===== src/rtl/au_pkg.sv =====
// Shared helpers for the priority-encoder family.
// Index-width and segment-count derivations.
package au_pkg;

  function automatic int clogb2(input int x);
    int r;
    r = 0;
    while ((1 << r) < x) r++;
    return (r < 1) ? 1 : r;
  endfunction

  function automatic int nseg(input int w, input int s);
    return (w + s - 1) / s;
  endfunction

endpackage


===== src/rtl/au_prio_encode_pipe_if.sv =====
// Stream bundle for the pipelined priority encoder.
// master drives requests and sinks results; slave is the encoder.
interface au_prio_encode_pipe_if
  import au_pkg::*;
#(
  parameter int WIDTH = 32,
  localparam int M = clogb2(WIDTH)
);

  logic             in_valid;
  logic             in_ready;
  logic [WIDTH-1:0] in_a;
  logic             in_msb;
  logic             out_valid;
  logic             out_ready;
  logic [M-1:0]     out_z;
  logic             out_found;
  logic             out_multi;

  modport master (
    output in_valid,
    output in_a,
    output in_msb,
    output out_ready,
    input  in_ready,
    input  out_valid,
    input  out_z,
    input  out_found,
    input  out_multi
  );

  modport slave (
    input  in_valid,
    input  in_a,
    input  in_msb,
    input  out_ready,
    output in_ready,
    output out_valid,
    output out_z,
    output out_found,
    output out_multi
  );

endinterface


===== src/rtl/au_prio_encode_seg.sv =====
// Combinational segment encoder: any-set, local winner index
// and a two-or-more-set flag for one slice of the request vector.
module au_prio_encode_seg
  import au_pkg::*;
#(
  parameter int SEG = 8,
  localparam int MS = clogb2(SEG)
) (
  input  logic [SEG-1:0] a,
  input  logic           msb,
  output logic           any,
  output logic [MS-1:0]  idx,
  output logic           cnt2
);

  always_comb begin
    any  = 1'b0;
    cnt2 = 1'b0;
    for (int i = 0; i < SEG; i++) begin
      cnt2 = cnt2 | (any & a[i]);
      any  = any | a[i];
    end
  end

  // Later assignments win: scan toward the preferred end.
  always_comb begin
    idx = '0;
    for (int i = 0; i < SEG; i++) begin
      if (msb && a[i])
        idx = MS'(i);
      if (!msb && a[SEG-1-i])
        idx = MS'(SEG - 1 - i);
    end
  end

endmodule


===== src/rtl/au_prio_encode_pipe.sv =====
// Two-stage pipelined priority encoder with valid/ready streams.
// S1 encodes each segment; S2 picks the winning segment.
module au_prio_encode_pipe
  import au_pkg::*;
#(
  parameter int WIDTH = 32,
  parameter int SEG   = 8
) (
  input logic                 clk,
  input logic                 rst_n,
  au_prio_encode_pipe_if.slave bus
);

  localparam int M    = clogb2(WIDTH);
  localparam int NSEG = nseg(WIDTH, SEG);
  localparam int MS   = clogb2(SEG);
  localparam int MJ   = clogb2(NSEG);
  localparam int PADW = NSEG * SEG;

  logic [PADW-1:0]          a_pad;
  logic [NSEG-1:0]          c_any;
  logic [NSEG-1:0]          c_cnt2;
  logic [NSEG-1:0][MS-1:0]  c_idx;

  logic                     s1_valid;
  logic                     s1_msb;
  logic [NSEG-1:0]          s1_any;
  logic [NSEG-1:0]          s1_cnt2;
  logic [NSEG-1:0][MS-1:0]  s1_idx;

  logic                     s2_valid;
  logic [M-1:0]             s2_z;
  logic                     s2_found;
  logic                     s2_multi;

  logic                     sel_any;
  logic                     sel_cnt2;
  logic [MJ-1:0]            js;
  logic [MS-1:0]            sel_idx;
  int                       z_full;
  logic [M-1:0]             n_z;
  logic                     n_multi;

  logic                     s2_load;
  logic                     s1_take;

  // Bits past WIDTH in the last segment read as zero.
  always_comb begin
    a_pad = '0;
    a_pad[WIDTH-1:0] = bus.in_a;
  end

  for (genvar j = 0; j < NSEG; j++) begin : g_seg
    au_prio_encode_seg #(
      .SEG (SEG)
    ) u_seg (
      .a    (a_pad[j*SEG +: SEG]),
      .msb  (bus.in_msb),
      .any  (c_any[j]),
      .idx  (c_idx[j]),
      .cnt2 (c_cnt2[j])
    );
  end

  au_prio_encode_seg #(
    .SEG (NSEG)
  ) u_sel (
    .a    (s1_any),
    .msb  (s1_msb),
    .any  (sel_any),
    .idx  (js),
    .cnt2 (sel_cnt2)
  );

  always_comb begin
    sel_idx = '0;
    for (int j = 0; j < NSEG; j++) begin
      if (js == MJ'(j))
        sel_idx = s1_idx[j];
    end
  end

  always_comb begin
    z_full  = int'(js) * SEG + int'(sel_idx);
    n_z     = sel_any ? M'(z_full) : '0;
    n_multi = sel_cnt2 | (|s1_cnt2);
  end

  assign s2_load = !s2_valid || bus.out_ready;
  assign s1_take = !s1_valid || s2_load;

  assign bus.in_ready  = s1_take;
  assign bus.out_valid = s2_valid;
  assign bus.out_z     = s2_z;
  assign bus.out_found = s2_found;
  assign bus.out_multi = s2_multi;

  always_ff @(posedge clk or negedge rst_n) begin
    if (!rst_n) begin
      s1_valid <= 1'b0;
      s1_msb   <= 1'b0;
      s1_any   <= '0;
      s1_cnt2  <= '0;
      s1_idx   <= '0;
    end else if (s1_take) begin
      s1_valid <= bus.in_valid;
      if (bus.in_valid) begin
        s1_msb  <= bus.in_msb;
        s1_any  <= c_any;
        s1_cnt2 <= c_cnt2;
        s1_idx  <= c_idx;
      end
    end
  end

  always_ff @(posedge clk or negedge rst_n) begin
    if (!rst_n) begin
      s2_valid <= 1'b0;
      s2_z     <= '0;
      s2_found <= 1'b0;
      s2_multi <= 1'b0;
    end else if (s2_load) begin
      s2_valid <= s1_valid;
      if (s1_valid) begin
        s2_z     <= n_z;
        s2_found <= sel_any;
        s2_multi <= n_multi;
      end
    end
  end

endmodule


===== src/flat_wrapper.sv =====
// flat-port wrapper written by rule: the top's interface ports become plain ports
module au_prio_encode_pipe_flat import au_pkg::*;
#(
  parameter int WIDTH = 32,
  parameter int SEG   = 8
)
  (clk, rst_n, bus_in_valid, bus_in_a, bus_in_msb, bus_out_ready, bus_in_ready, bus_out_valid, bus_out_z, bus_out_found, bus_out_multi);
  au_prio_encode_pipe_if #(.WIDTH(WIDTH)) bus_i ();
  input logic clk;
  input logic rst_n;
  input wire logic [$bits(bus_i.in_valid)-1:0] bus_in_valid;
  input wire logic [$bits(bus_i.in_a)-1:0] bus_in_a;
  input wire logic [$bits(bus_i.in_msb)-1:0] bus_in_msb;
  input wire logic [$bits(bus_i.out_ready)-1:0] bus_out_ready;
  output wire logic [$bits(bus_i.in_ready)-1:0] bus_in_ready;
  output wire logic [$bits(bus_i.out_valid)-1:0] bus_out_valid;
  output wire logic [$bits(bus_i.out_z)-1:0] bus_out_z;
  output wire logic [$bits(bus_i.out_found)-1:0] bus_out_found;
  output wire logic [$bits(bus_i.out_multi)-1:0] bus_out_multi;
  assign bus_i.in_valid = bus_in_valid;
  assign bus_i.in_a = bus_in_a;
  assign bus_i.in_msb = bus_in_msb;
  assign bus_i.out_ready = bus_out_ready;
  assign bus_in_ready = bus_i.in_ready;
  assign bus_out_valid = bus_i.out_valid;
  assign bus_out_z = bus_i.out_z;
  assign bus_out_found = bus_i.out_found;
  assign bus_out_multi = bus_i.out_multi;
  au_prio_encode_pipe #(.WIDTH(WIDTH), .SEG(SEG)) u_core (.clk(clk), .rst_n(rst_n), .bus(bus_i));
endmodule

===== config.mk =====
export PLATFORM = sky130hd
export DESIGN_NAME = au_prio_encode_pipe_flat
export DESIGN_NICKNAME = d
export VERILOG_FILES = /design/src/rtl/au_pkg.sv /design/src/rtl/au_prio_encode_pipe_if.sv /design/src/rtl/au_prio_encode_seg.sv /design/src/rtl/au_prio_encode_pipe.sv /design/src/flat_wrapper.sv
export SDC_FILE = /design/constraint.sdc
export NUM_CORES = 1
export LEC_CHECK = 0
export ABC_AREA = 1
export BUFFER_PORTS_ARGS = -buffer_cell sky130_fd_sc_hd__buf_2
export CAP_MARGIN = 15
export CORE_ASPECT_RATIO = 1.1
export CORE_MARGIN = 3
export CORE_UTILIZATION = 56
export DETAILED_ROUTE_END_ITERATION = 7
export HOLD_SLACK_MARGIN = 0.15
export PLACE_DENSITY_LB_ADDON = 0.12
export SLEW_MARGIN = 40
export SYNTH_ARGS = -nofsm -noshare
export SYNTH_HDL_FRONTEND = slang
export SYNTH_HIERARCHICAL = 1
export SYNTH_SLANG_ARGS = --single-unit

===== constraint.sdc =====
create_clock -name clk -period 1.55 [get_ports clk]
set_input_delay 0.0775 -clock clk [delete_from_list [all_inputs] [get_ports clk]]
set_output_delay 0.0775 -clock clk [all_outputs]
set_load 0.05 [all_outputs]

==> Word-level counts from Yosys, hierarchy flattened <==
Index checks and enable logic that the tools add are counted.
{ "totals": {"latch_bits": 0, "in_bits": 37, "ram_bits": 0, "regBits": 30, "memories": 0, "romBits": 0} }
{ "op_classes": {"muxes": 72, "n_reduce_logical": 77, "n_div": 0, "bitwise": 89, "shift": 0, "mul": 0, "add_sub_neg": 1, "n_eq_ne": 3, "order_cmp": 0} }
{ "op_table": {"columns": ["op", "count"], "rows": [
  ["two-way mux 3 bit", 64],
  ["logical AND 1 bit", 67],
  ["OR 1 bit", 58],
  ["bitwise AND 1 bit", 31],
  ["two-way mux 2 bit", 7],
  ["adder 5 x 3 -> 5 bit", 1],
  ["two-way mux 5 bit", 1],
  ["== test 2 bit (second input constant)", 2],
  ["logical NOT 1 bit", 4],
  ["AND reduction 2 bit", 2],
  ["OR reduction 4 bit", 1],
  ["== test 2 x 1 -> 1 bit (second input constant)", 1],
  ["logical NOT 2 bit", 1],
  ["logical OR 1 bit", 2]
]} }

==> Logic depth before layout (Yosys ltp) <==
Gate-level depths: netlist (run 1).
{ "logic_depth": {"word_depth": 17, "mapped_depth": 11} }

==> Cells and area by module <==
Netlist (run 1), hierarchy kept.
{ "by_module_without_submodules": {"columns": ["module", "area_each_um2", "instances", "cells_each"], "rows": [
  ["au_prio_encode_pipe", 1283.7, 1, 155],
  ["au_prio_encode_seg at u_core.g_seg[0].u_seg ...", 282.8, 4, 60],
  ["au_prio_encode_seg at u_core.u_sel", 75.1, 1, 17]
]} }

==> Worst setup path after synthesis (run 1) <==
OpenSTA, ideal clock, no wires.
{ "synth_timing": {"kind": "register to register", "start": "reg u_core.s2_valid (netlist: u_core/bus.out_valid)", "end": "reg u_core.s1_any[0]", "period_less_slack_ns": 1.435, "path_buffers": 1, "slack_ns": 0.115, "setup_ns": 0.117, "required_time_ns": 1.433, "arrival_time_ns": 1.318, "stages_incl_launch_ff": 5, "path_cell_list": "dfrtp_1 -> nand3_1 -> buf_2 -> nand3_1 -> nand2_1"} }
{ "synth_via": {"elab_chain_len": 4} }
{ "synth_rtl": {"columns": ["item", "line", "text"], "rows": [
  ["from (decl)", "au_prio_encode_pipe.sv:31", "logic s2_valid;"],
  ["from (signal assigned)", "au_prio_encode_pipe.sv:123", "s2_valid <= s1_valid;"],
  ["logical NOT 1 bit", "au_prio_encode_pipe.sv:89", "assign s2_load = !s2_valid || bus.out_ready;"],
  ["logical OR 1 bit", "au_prio_encode_pipe.sv:89", null],
  ["logical OR 1 bit", "au_prio_encode_pipe.sv:90", "assign s1_take = !s1_valid || s2_load;"],
  ["via bus_in_ready", "flat_wrapper.sv:15", "output wire logic [$bits(bus_i.in_ready)-1:0] bus_in_ready;"],
  ["AND reduction 2 bit (no line)", null, null],
  ["to (signal assigned)", "au_prio_encode_pipe.sv:109", "s1_any <= c_any;"],
  ["to (decl)", "au_prio_encode_pipe.sv:27", "logic [NSEG-1:0] s1_any;"]
]} }
The timed path passes the listed nets, and every way through them passes these cells.
A chain may end at the register's enable or synchronous reset.

==> Final worst setup path (run 1) <==
{ "layout_timing": {"start": "in bus_out_ready", "end": "out bus_in_ready"} }
{ "layout_via": {"elab_chain_len": 2} }
{ "layout_rtl": {"columns": ["item", "line", "text"], "rows": [
  ["from (decl)", "flat_wrapper.sv:14", "input wire logic [$bits(bus_i.out_ready)-1:0] bus_out_ready;"],
  ["logical OR 1 bit", "au_prio_encode_pipe.sv:89", null],
  ["logical OR 1 bit", "au_prio_encode_pipe.sv:90", null],
  ["to (decl)", "flat_wrapper.sv:15", null]
]} }
Every way passes these cells.

==> results.toml, run 1 <==
[status]
status = "completed"

[cells_and_area]
area_delta_synth_final_pct = 15.3
nets = 499
fin_area_um2 = 2870
diodes = 0
final_util = 0.698
drive_above_1_share = 0.192

[synthesis]
synth_edf_count = 0
synth_commonest_cells = "nand2_1, inv_1, a21oi_1, nor2_1, nand3_1"
yosysTopAreaCell = "dfrtp_1"
async_flop_share = 1.00
synth_area_leaders = "dfrtp_1, nand2_1, inv_1"
ys.flop_type = "dfrtp_1"
post-synth-top-area-fraction = 0.302
synth_most_common_cell = "nand2_1"
syn_avg_cell_area_um2 = 6.04
syn_area_um2 = 2490
syn-num-nets = 449
syn_inst = 412
yosysUniqueCellTypes = 21
yosysWarnings = 6
yosys_register_bits = 30
ys_seq_area_frac = 0.302

[clock_tree]
cts.path.max_buffers = 2
clock_sinks = 30
cts_root_buffer = "clkbuf_8"
worstSkewPairLatency_ps = 280
numCtsBuffers = 5
path_clk_slew_ps = 60
htreeDepth = 2
tritoncts = "yes"

[placement]
place_hpwl_um = 4510
post_dp_cell_area_um2 = 2750
place_congestion = 0.866
portBuffers = 45

[critical_path]
start_kind = "input port"
critPathMaxFanout = 15
path_class = "in2out"
critical_path.endpoint_type = "output pin"
required_ps = 1470
arrival_ps = 1380

[pwr]
seqPwrFrac = 0.373
p_total_mw = 2.76
p_leak_nw = 1.63
p_sw_frac = 0.412
pwr-share-clk = 0.232
vdd_drop_max_uv = 423
power_density_nw_per_um2 = 963
p_switching_mw = 1.14
p_int_mw = 1.63
power_frac_comb = 0.395

[global_route]
grt_pass1_vias = 2501
grt_overflow = 0
antenna_found_initial = 0
grt_first_pass_wirelength_um = 10300
grt_use_total = 0.231
grt_start_max_net_pins = 31

[die]
initial_core_util = 0.605
rows = 24
die_height_um = 75.9
core_um2 = 4110
fp.dieArea_um2 = 5280
ios = 46
fp.dieW_um = 69.6

[timing]
setup_tns_ps = 0
hold_slack_ps = 208
slew_viol_final = 0
setup_viol = 0
period_minus_slack_ps = 1460
hold_violations = 0
timing.slew.headroom = 0.572
min_period_over_period = 0.942
clock.fmax_mhz = 685
clock_skew_ps = 3.25
worst_slew_pin_slew_ps = 641

[drt]
viasPerCell = 5.19
wire_per_inst_um = 11.5
drt-total-wl_um = 5910
initialDrtViolationCount = 218
drtAntennaViolNets = 0
dr.pass1.iters = 4
vias = 2672
drc = 0

[min_path]
hp-class = "in2reg"

[run]
drv_cap = 0
==> cell usage in the layout, fill, tap and decap left out <==
| master | instances |
|---|---|
| or2_0 | 1 |
| o21ai_1 | 8 |
| buf_2 | 45 |
| a21oi_1 | 38 |
| nor3_1 | 1 |
| o21ai_2 | 4 |
| o21ai_0 | 21 |
| a21oi_4 | 1 |
| nand2_1 | 138 |
| nand2_2 | 6 |
| dlygate4sd3_1 | 2 |
| dfrtp_1 | 30 |
| clkbuf_8 | 6 |
| nor2_4 | 4 |
| nand3_1 | 35 |
| inv_1 | 57 |
| clkbuf_1 | 1 |
| a31oi_1 | 1 |
| nor2_1 | 36 |
| clkinv_2 | 1 |
| a21oi_2 | 5 |
| o21bai_1 | 1 |
| buf_4 | 6 |
| nor2_2 | 11 |
| nand4_1 | 4 |
==> area by class of cell <==
type	count	area, µm²
repair buffers	53	290
well taps	52	65.1
inverters	57	214
clock buffers	7	86.3
clock inverters	1	5.00
multi-input cells	315	1460
fillers	394	1240
flip-flops and latches	30	751
==> per-layer routing <==
| layer | GRT usage | routed length, µm |
|---|---|---|
| met1 | 0.268 | 2580 |
| met2 | 0.416 | 3020 |
| met3 | 0.0476 | 250 |
| met4 | 0.0820 | 54 |
| met5 | 0 | 0 |
==> worst max-delay path: stages <==
cell and delay (ps):
dlygate4sd3_1 530, buf_2 120, inv_1 90, nand3_1 130, buf_4 220, buf_2 220
==> power groups by stage <==
stage,logic [mW],registers [mW],clock network [mW]
2_1_floorplan,0.558,1.25,0
3_3_place_gp,1.05,1.04,0
3_5_place_dp,1.06,1.05,0
4_1_cts,1.07,1.03,0.651
5_1_grt,1.23,1.05,0.699
6_report,1.09,1.03,0.641
==> stage by stage <==
| step | std cells | setup slack [ps] |
|---|---|---|
| 2_1_floorplan | 412 | 115 |
| 3_3_place_gp | 505 | 167 |
| 3_5_place_dp | 505 | 113 |
| 4_1_cts | 515 | 90.7 |
| 5_1_grt | 515 | -40.3 |
| 6_report | 515 | 89.8 |
==> logic make-up after synthesis <==
logic type             count (synthesis)  share of synthesized area
flip-flops                            30                      0.302
AO/OA/AOI/OAI                         79                      0.175
buffers and inverters                 67                      0.118
AND/OR/NAND/NOR                      236                      0.405
==> flip-flops by register name (all words and copies together) (netlist names) <==
signal and flops:
u_core/s1_idx 12, u_core/s1_any 4, u_core/s1_valid 1, u_core/bus.out_found 1, u_core/bus.out_z 5, u_core/s1_msb 1
u_core/s1_cnt2 4, u_core/bus.out_valid 1, u_core/bus.out_multi 1
==> worst paths after layout <==
check                                startpoint                    to  slack [ps]  cells after the start
max reg2reg                    u_core/s1_any[2]   u_core/bus.out_z[1]         120                      9
max                               bus_out_ready          bus_in_ready          90                      6
min                                bus_in_a[31]     u_core/s1_cnt2[3]         210                      5
min reg2reg                u_core/bus.out_found  u_core/bus.out_found         470                      2
max in group asynchronous                 rst_n      u_core/s1_any[1]         780                      2
min in group asynchronous                 rst_n      u_core/s1_idx[7]         360                      2
==> timing repair <==
action / 4_1_cts / 5_1_grt
hold buffers: 2 / 0
gates resized for setup: 0 / 4
buffers inserted: 0 / 0
hold endpoints to repair: 31 / 0
endpoints found under the setup margin: 0 / 3
(Power assumes the default switching activity.)
==> inputs of run 2 (changes only) <==
- RECOVER_POWER: default -> 100
==> results.toml, run 2 (same netlist as run 1, synthesis figures left out) <==
[status]
status = "completed"

[critical_path]
critical-path-slowest-cell = "dlygate4sd3_1"
path_class = "in2out"
critPathMaxFanout = 15
arrival_ps = 1370
start_kind = "input port"
critical_path.endpoint_type = "output pin"
required_ps = 1470
reg2reg_depth = 9
worst_path_most_repeated_cell = "buf_2"
crit_chain = "dlygate4sd3_1 > buf_2 > inv_1 > nand3_1 > buf_4 > buf_2"
max_stage_delay_ps = 520

[die]
die_height_um = 75.9
initial_core_util = 0.605
fp.dieW_um = 69.6
fp.dieArea_um2 = 5280
rows = 24
core_um2 = 4110
ios = 46

[cells_and_area]
final_util = 0.695
diodes = 0
top_register = "u_core/s1_idx"
final_common_cell = "nand2_1"
nets = 499
area_delta_synth_final_pct = 14.8
drive_above_1_share = 0.173
largest_register_ffs = 12
final_cell_mix = "nand2_1, inv_1, a21oi_1"

[timing]
worst_slew_pin_slew_ps = 717
timing.slew.headroom = 0.522
clock.fmax_mhz = 692
setup_viol = 0
period_minus_slack_ps = 1440
slew_viol_final = 0
hold_violations = 0
hold_slack_ps = 207
clock_skew_ps = 2.96
setup_tns_ps = 0
min_period_over_period = 0.932

[clock_tree]
clock_sinks = 30
tritoncts = "yes"
cts_root_buffer = "clkbuf_8"
numCtsBuffers = 5
htreeDepth = 2
worstSkewPairLatency_ps = 280
postCtsSetupBuffers = 0
cts.path.max_buffers = 2
path_clk_slew_ps = 60

[global_route]
grt_start_max_net_pins = 31
grt_use_total = 0.231
grt_overflow = 0
grt_pass1_vias = 2501
antenna_found_initial = 0
grt_first_pass_wirelength_um = 10300

[placement]
portBuffers = 45
place_congestion = 0.866
place_hpwl_um = 4510

[drt]
drc = 0
dr.pass1.iters = 4
viasPerCell = 5.18
wire_per_inst_um = 11.5
drtAntennaViolNets = 0
initialDrtViolationCount = 213
drt-total-wl_um = 5900
vias = 2667

[pwr]
power_frac_comb = 0.391
power_density_nw_per_um2 = 959
p_leak_nw = 1.61
vdd_drop_max_uv = 414
pwr-share-clk = 0.232
seqPwrFrac = 0.377
p_switching_mw = 1.13
p_int_mw = 1.61
p_sw_frac = 0.414

[min_path]
holdPathStages = 5
hp-class = "in2reg"

[run]
drv_cap = 0
==> run 2: metrics by stage <==
stage | setup WS (ps) | cells | total power, mW | cell area (µm²)
after global routing | -40.3 | 515 | 2.96 | 2860
after global placement | 167 | 505 | 2.08 | 2750
final | 106 | 515 | 2.74 | 2860
after CTS | 90.7 | 515 | 2.76 | 2860
after floorplan | 115 | 412 | 1.81 | 2490
after detailed placement | 113 | 505 | 2.11 | 2750
==> run 2: power groups by stage <==
stage | registers (mW) | clock network (mW) | logic [mW]
detailed placement | 1.05 | 0 | 1.06
global placement | 1.04 | 0 | 1.05
finish | 1.03 | 0.637 | 1.07
floorplan | 1.25 | 0 | 0.558
CTS | 1.03 | 0.651 | 1.07
global route | 1.05 | 0.699 | 1.21
==> run 2: path summary, 6_finish.rpt <==
path                                       endpoint  slack (ps)        startpoint
worst max-delay path                   bus_in_ready         110     bus_out_ready
worst min-delay path              u_core/s1_cnt2[3]         210      bus_in_a[31]
worst max register to register  u_core/bus.out_z[0]         130  u_core/s1_any[1]
worst min register to register     u_core/s1_idx[1]         470  u_core/s1_idx[1]
max in group asynchronous         u_core/s1_cnt2[1]         710             rst_n
min in group asynchronous          u_core/s1_idx[7]         380             rst_n
==> run 2: layout make-up <==
type,instances,area [µm²]
clock buffer,7,86.3
clock inverter,1,5.00
fill,399,1260
inverter,57,214
multi-input combinational,315,1460
sequential,30,751
tap,52,65.1
timing repair buffer,53,280
==> run 2: worst max-delay path, delay by kind of cell <==
kind / cells / cell delay (ps)
buffers and inverters: 5 / 1170
and+or+nand+nor: 1 / 120
==> run 2: per-layer routing <==
metal	routed length, µm	track usage
met2	3000	0.416
met4	80	0.0820
met1	2560	0.268
met3	264	0.0476
met5	0	0
==> run 2: repair_timing <==
item / 4_1_cts / 5_1_grt
gates resized for setup: 0 / 4
hold buffers: 2 / 0
endpoints found under the setup margin: 0 / 3
hold endpoints to repair: 31 / 0
